**src/rtl/fetch_prefetch_queue.sv**
```systemverilog
// fetch_prefetch_queue: in-order instruction prefetch buffer with redirect and
// discard of responses that were already in flight when the PC was redirected.
module fetch_prefetch_queue #(
    parameter int              XLEN     = 32,
    parameter int              DEPTH    = 4,
    parameter logic [XLEN-1:0] RESET_PC = '0
) (
    input  logic            clk,
    input  logic            reset,
    output logic            code_req,
    output logic [XLEN-1:0] code_addr_bus,
    input  logic            code_req_ready,
    input  logic [31:0]     code_data_bus,
    input  logic            code_data_already,
    input  logic            load_pc_en,
    input  logic [XLEN-1:0] load_pc,
    output logic [31:0]     ir,
    output logic [XLEN-1:0] pc_to_DECODE,
    output logic            ir_already,
    input  logic            ir_take,
    output logic            resp_err
);
    localparam int AW = $clog2(DEPTH);
    // in-flight total covers live words plus dropped ones, each bounded by DEPTH
    localparam int CW = AW + 2;

    logic [XLEN-1:0]  fetch_pc_q, fetch_pc_d;
    logic [XLEN-1:0]  pc_q [DEPTH];
    logic [31:0]      data_q [DEPTH];
    logic [DEPTH-1:0] valid_q, valid_d;
    logic [AW-1:0]    alloc_q, alloc_d, fill_q, fill_d, head_q, head_d;
    logic [AW:0]      occ_q, occ_d;
    logic [CW-1:0]    out_cnt_q, out_cnt_d, drop_cnt_q, drop_cnt_d;
    logic             resp_err_q, resp_err_d;
    logic             accept, resp_ok, fill, pop;

    assign code_req      = !reset && !load_pc_en && (occ_q < (AW+1)'(DEPTH));
    assign accept        = code_req && code_req_ready;
    assign resp_ok       = code_data_already && (out_cnt_q != '0);
    assign fill          = resp_ok && (drop_cnt_q == '0) && !load_pc_en;
    assign pop           = valid_q[head_q] && ir_take && !load_pc_en;
    assign code_addr_bus = fetch_pc_q;
    assign ir            = data_q[head_q];
    assign pc_to_DECODE  = pc_q[head_q];
    assign ir_already    = valid_q[head_q];
    assign resp_err      = resp_err_q;

    always_comb begin
        fetch_pc_d = load_pc_en ? (load_pc & ~XLEN'(3)) : accept ? fetch_pc_q + XLEN'(4) : fetch_pc_q;
        alloc_d    = load_pc_en ? '0 : alloc_q + AW'(accept);
        fill_d     = load_pc_en ? '0 : fill_q + AW'(fill);
        head_d     = load_pc_en ? '0 : head_q + AW'(pop);
        occ_d      = load_pc_en ? '0 : occ_q + (AW+1)'(accept) - (AW+1)'(pop);
        out_cnt_d  = out_cnt_q + CW'(accept) - CW'(resp_ok);
        drop_cnt_d = load_pc_en ? out_cnt_q - CW'(resp_ok)
                                : drop_cnt_q - CW'(resp_ok && (drop_cnt_q != '0));
        resp_err_d = resp_err_q || (code_data_already && (out_cnt_q == '0));
        valid_d    = valid_q;
        if (load_pc_en)
            valid_d = '0;
        else begin
            if (fill)
                valid_d[fill_q] = 1'b1;
            if (pop)
                valid_d[head_q] = 1'b0;
        end
    end

    always_ff @(posedge clk) begin
        if (reset) begin
            fetch_pc_q <= RESET_PC;
            valid_q    <= '0;
            alloc_q    <= '0;
            fill_q     <= '0;
            head_q     <= '0;
            occ_q      <= '0;
            out_cnt_q  <= '0;
            drop_cnt_q <= '0;
            resp_err_q <= 1'b0;
            for (int i = 0; i < DEPTH; i++) begin
                pc_q[i]   <= '0;
                data_q[i] <= '0;
            end
        end else begin
            fetch_pc_q <= fetch_pc_d;
            valid_q    <= valid_d;
            alloc_q    <= alloc_d;
            fill_q     <= fill_d;
            head_q     <= head_d;
            occ_q      <= occ_d;
            out_cnt_q  <= out_cnt_d;
            drop_cnt_q <= drop_cnt_d;
            resp_err_q <= resp_err_d;
            if (accept)
                pc_q[alloc_q] <= fetch_pc_q;
            if (fill)
                data_q[fill_q] <= code_data_bus;
        end
    end
endmodule

```
**config.mk**
```make
export PLATFORM = sky130hd
export DESIGN_NAME = fetch_prefetch_queue
export DESIGN_NICKNAME = d
export VERILOG_FILES = /design/src/rtl/fetch_prefetch_queue.sv
export SDC_FILE = /design/constraint.sdc
export NUM_CORES = 1
export LEC_CHECK = 0
export CAP_MARGIN = 20
export CORE_ASPECT_RATIO = 0.6
export CORE_MARGIN = 2
export CORE_UTILIZATION = 45
export DETAILED_ROUTE_END_ITERATION = 8
export PLACE_DENSITY = 0.77
export SLEW_MARGIN = 20
export SYNTH_ARGS = -nofsm -noshare
export SYNTH_HDL_FRONTEND = slang
export SYNTH_SLANG_ARGS = --single-unit
```
**constraint.sdc**
```tcl
create_clock -name clk -period 3.9 [get_ports clk]
set_clock_uncertainty 0.2 [all_clocks]
set_input_delay 0.78 -clock clk [delete_from_list [all_inputs] [get_ports clk]]
set_output_delay 0.78 -clock clk [all_outputs]
set_load 0.1 [all_outputs]
```
Yosys cells after proc, flatten, opt, wreduce, memory -nomap -nowiden --
Memory sizes are Yosys's and may differ from the RTL's. A register that Yosys moved wholly into a read port is not among the register bits. Index checks and enable logic that the tools add are counted.
Word-level totals: input port bits 70, memories 2, bits in registers 54, RAM bits 256, output and inout port bits 99, logic and storage cells 81
Memories:
- data_q | depth 4, bits a word 32, rd ports 1, clocked after memory_dff 1, wr ports 4, line 29 | logic [31:0] data_q [DEPTH];
- pc_q | depth 4, bits a word 32, rd ports 1, clocked after memory_dff 1, wr ports 4, line 28 | logic [XLEN-1:0] pc_q [DEPTH];
Operators by class: magnitude comparators 5, bitwise gates (word level) 3, muxes and demuxes 28, reduce and logical (&&, ||, !) cells 23, add/subtract/negate cells 10
Operators by type and width (count):
- 32-bit 2-to-1 mux | 4
- 32-bit OR reduction | 2
- 32-bit by 3-bit adder with 32-bit output, second input constant | 1
- 4-bit 2-to-1 mux | 4
- 1-bit 2-to-1 mux | 13
- 1-bit logical AND | 12
- 4-bit by 1-bit subtractor with 4-bit output | 3
- 4-bit zero test | 2
- 2-bit 2-to-1 mux | 4
- 4-bit nonzero test | 2
- 2-bit by 1-bit adder with 2-bit output | 3
- 2-bit by 3-bit less-than comparator with 1-bit output, second input constant | 2
- 4-bit by 1-bit adder with 4-bit output | 1
- 4-bit AND | 1
- 1-bit demux with 2-bit select | 2
- 2-bit by 1-bit >= comparator with 1-bit output, second input constant | 2
- 4-bit inverter | 1
- 4-bit OR | 1
- 3-bit by 1-bit adder with 3-bit output | 1
- 3-bit less-than comparator, second input constant | 1
- 3-bit by 1-bit subtractor with 3-bit output | 1
- 1-bit binary-select mux with 2-bit select | 1
- 1-bit zero test | 2
- 2-bit nonzero test | 1
- other kinds (2) | 2

Logic depth before layout (Yosys ltp) --
word-level depth 9, depth in mapped cells 12, gate-level depth less buffers 11

Worst setup path after synthesis --
OpenSTA, ideal clock, no wires.
path kind input port to output port, from in load_pc_en, to out code_req, stages 3, path slack 0.459 ns, path buffers 1, required time 2.920 ns, data arrival time 2.461 ns, cells stage by stage or2_2 clkbuf_1 nor2_1
On the way: longest elaborated chain between the ends 3
RTL lines:
- from (decl) | line 15 | input logic load_pc_en,
- 1-bit zero test | line 37 | assign code_req = !reset && !load_pc_en && (occ_q < (AW+1)'(DEPTH));
- 1-bit logical AND (2 in series) | line 37
- to (decl) | line 10 | output logic code_req,
No other way between the ends.

Final worst setup path --
from reg fetch_pc_q[29] (netlist: code_addr_bus[29]), to out code_addr_bus[29]
RTL lines:
- from (decl) | line 27 | logic [XLEN-1:0] fetch_pc_q, fetch_pc_d;
- from (signal assigned) | line 85 | fetch_pc_q <= fetch_pc_d;
- to (decl) | line 11 | output logic [XLEN-1:0] code_addr_bus,
No word-level cell between the ends.

==> results.toml <==
[timing]
fin_tns_setup_ns = 0
finalCriticalPeriod_ns = 3.290
rsz0062_at_grt = "no"
fmax_mhz = 303.9
slew_viol_final = 0
tightest_slew_ns = 1.026
final.period_utilization = 0.8436
setup_viol = 0
slew-limit-headroom = 0.3140
final.setup.worst_slack_ns = 0.6100
hold_viol_final = 0

[pwr]
p_per_area_mw_per_mm2 = 478.2
vdd_ir_drop_max_v = 0.0003272
leakage_uw = 0.006128

[clock_network]
cts-buffers-inserted = 29
post_cts_buffers = 0
clock_latency_ns = 0.57
h-tree-depth = 1
hold_buffers = 0
ctsResizeCount = 0
clock-sinks = 300
clk_pin_slew_ns = 0.07
clock_path_buffers = 3
cts_tree = "built"
clockRootBuffer = "clkbuf_16"

[global_route]
grt.total_usage = 0.2149
grt_overflow_total = 0
grt_pass1_vias = 9003
antenna_found_initial = 2
grt_max_degree = 59
grt_pass1_wl_um = 53210

[synth]
synth_edf_count = 248
ys_ff_latch = 300
synthFlopType = "edfxtp_1"
netlist_area_mm2 = 0.01392
synth_cell_types = 69
yosysWarnings = 0
ys_seq_area_frac = 0.6099
syn_inst = 1010
synthArstFlopShare = 0
syn_area_per_cell_um2 = 13.78

[floorplan]
dieArea_mm2 = 0.03240
fp.coreArea_mm2 = 0.03016
io_pins = 169
initial_core_util = 0.4614
die_w_um = 231.0
die_h_um = 140.2
rows = 49

[worst_setup_path]
path_class = "reg -> out"
crit_arrival_ns = 2.31
crit_fanout = 8
cp.depth = 1
critPathMaxStageDelay_ns = 1.21
start_kind = "flip-flop"
path_cells = "clkdlybuf4s50_1"
rr_worst_depth = 4
regToRegSetupSlack_ns = 1.23
cpMaxStageDelayCell = "clkdlybuf4s50_1"
cp-end-kind = "output pin"
cp.required_ns = 2.92
worst_path_dominant_cell_family = "buffers and inverters"
critical_path_buf_inv_count = 1

[cells_and_area]
area_delta_synth_final_pct = 19.93
drive_gt1_frac = 0.2134
fill_cells = 2502
stdcell_count = 1590
nNetsFinal = 1246

[routing]
drt-pass1-iter-count = 7
wire_per_inst_um = 21.74
drc = 0
ant_nets = 0
num_vias = 8934
first_iter_violations = 743
vias_per_cell = 5.619
finalWirelength_um = 34560

[placement]
io_buffers = 162
dp.cells = 1535
hpwl_um = 22480
place_ws_ns = 0.3358
routabilityCongestion = 0.8800

[run_status]
status = "completed"

[flow_run]
max_cap_viol_count = 0

[hold_path]
hold_class = "reg -> reg"
hold_depth = 2
-- through the flow --
stage | area, um^2 | hold slack [ns] | power, uW | util
3_5_place_dp | 15770 | 0.2670 | 5298 | 0.5229
4_1_cts | 16690 | 0.2931 | 8035 | 0.5533
2_1_floorplan | 13930 | 0.2569 | 4890 | -
5_1_grt | 16690 | 0.3420 | 8259 | 0.5533
6_report | 16690 | 0.2893 | 7982 | 0.5534
3_3_place_gp | 15770 | 0.2619 | 5276 | 0.5229
-- where the power goes --
group	internal [uW]	leakage, uW	switching [uW]
Combinational	422	0.00269	1010
Sequential	3670	0.00300	135
Clock	1520	0.000445	1220
-- cell families (layout without fill, tap and decap cells) --
| logic type | Yosys count | in the layout | synth area share |
|---|---|---|---|
| AND/OR/NAND/NOR | 440 | 440 | 0.1891 |
| flip-flops | 300 | 300 | 0.6099 |
| buffers and inverters | 102 | 270 | 0.03362 |
| AO/OA/AOI/OAI | 71 | 71 | 0.03848 |
| multiplexers | 63 | 63 | 0.1019 |
| adder cells (fa/ha/maj) | 18 | 18 | 0.01726 |
| XOR/XNOR | 15 | 15 | 0.009439 |
| other | 1 | 5 | 0.0002694 |
-- cell type report --
class | instances | area (um^2) | share of cell area
Clock buffer | 42 | 814.5 | 0.04880
Timing Repair Buffer | 190 | 1677 | 0.1004
Inverter | 26 | 97.59 | 0.005847
Tap cell | 408 | 510.5 | 0.03058
Clock inverter | 12 | 102.6 | 0.006146
Antenna cell | 1 | 2.502 | 0.0001499
Sequential cell | 300 | 8493 | 0.5088
Multi-Input combinational cell | 611 | 4995 | 0.2992
-- flip-flops by register name, summed over array words and instances, names as in the netlist --
name / count
head_q: 2
drop_cnt_q: 4
alloc_q: 2
valid_q: 4
code_addr_bus: 30
resp_err: 1
occ_q: 3
data_q: 128
out_cnt_q: 4
fill_q: 2
pc_q: 120
-- final timing paths --
path,from,endpoint
setup / recovery,code_addr_bus[29],code_addr_bus[29]
hold / removal,resp_err,resp_err
setup reg to reg,code_addr_bus[2],code_addr_bus[11]
hold reg to reg,resp_err,resp_err
-- cells in the final DEF (no fill, tap or decap), types with 5 or more instances in the layout --
master	count
or4_1	6
nor2_1	41
mux4_2	63
a211oi_1	8
edfxtp_1	248
clkbuf_16	29
or2_2	8
clkbuf_1	9
ha_1	16
a311oi_1	5
a31oi_1	11
nand3_1	19
buf_4	108
xnor2_1	12
nor4_1	12
clkdlybuf4s50_1	76
o31ai_1	5
and4_1	7
buf_12	5
o211ai_1	5
inv_1	24
dfxtp_1	50
o311ai_0	5
a21oi_1	8
nor3_1	17
nand4_1	17
and2_1	237
nand2_1	37
nand2b_1	5
-- layer usage --
metal  GRT usage  vias to the layer above  wire length (um)
met1      0.3189                     4500             15760
met2      0.3125                      349             14840
met5           0                        -                11
met4     0.03430                        2               490
met3     0.07186                       41              3460
li1            -                     4042                 -
-- cells in the mapped netlist, drive strengths merged, types with 3 or more instances --
library cell | number | share of area
edfxtp | 248 | 0.54
nor3 | 20 | 0.0076
nand3 | 19 | 0.0068
a311oi | 5 | 0.0031
dfxtp | 52 | 0.075
a2111oi | 3 | 0.0023
or2 | 8 | 0.0036
a21oi | 8 | 0.0029
o21ai | 3 | 0.0011
nand2 | 37 | 0.010
nor3b | 5 | 0.0031
or4 | 6 | 0.0032
o211ai | 5 | 0.0027
o31ai | 5 | 0.0027
buf | 28 | 0.011
nand2b | 5 | 0.0022
nor2b | 3 | 0.0013
and3 | 4 | 0.0018
inv | 26 | 0.0070
a31oi | 11 | 0.0049
clkbuf | 48 | 0.016
ha | 16 | 0.014
mux4 | 63 | 0.10
nor4 | 16 | 0.010
nand4 | 17 | 0.0076
nor2 | 42 | 0.011
xnor2 | 12 | 0.0076
and2 | 241 | 0.11
and4 | 8 | 0.0051
a211oi | 8 | 0.0043
xor2 | 3 | 0.0019
o311ai | 5 | 0.0031
(Power assumes the default switching activity.)
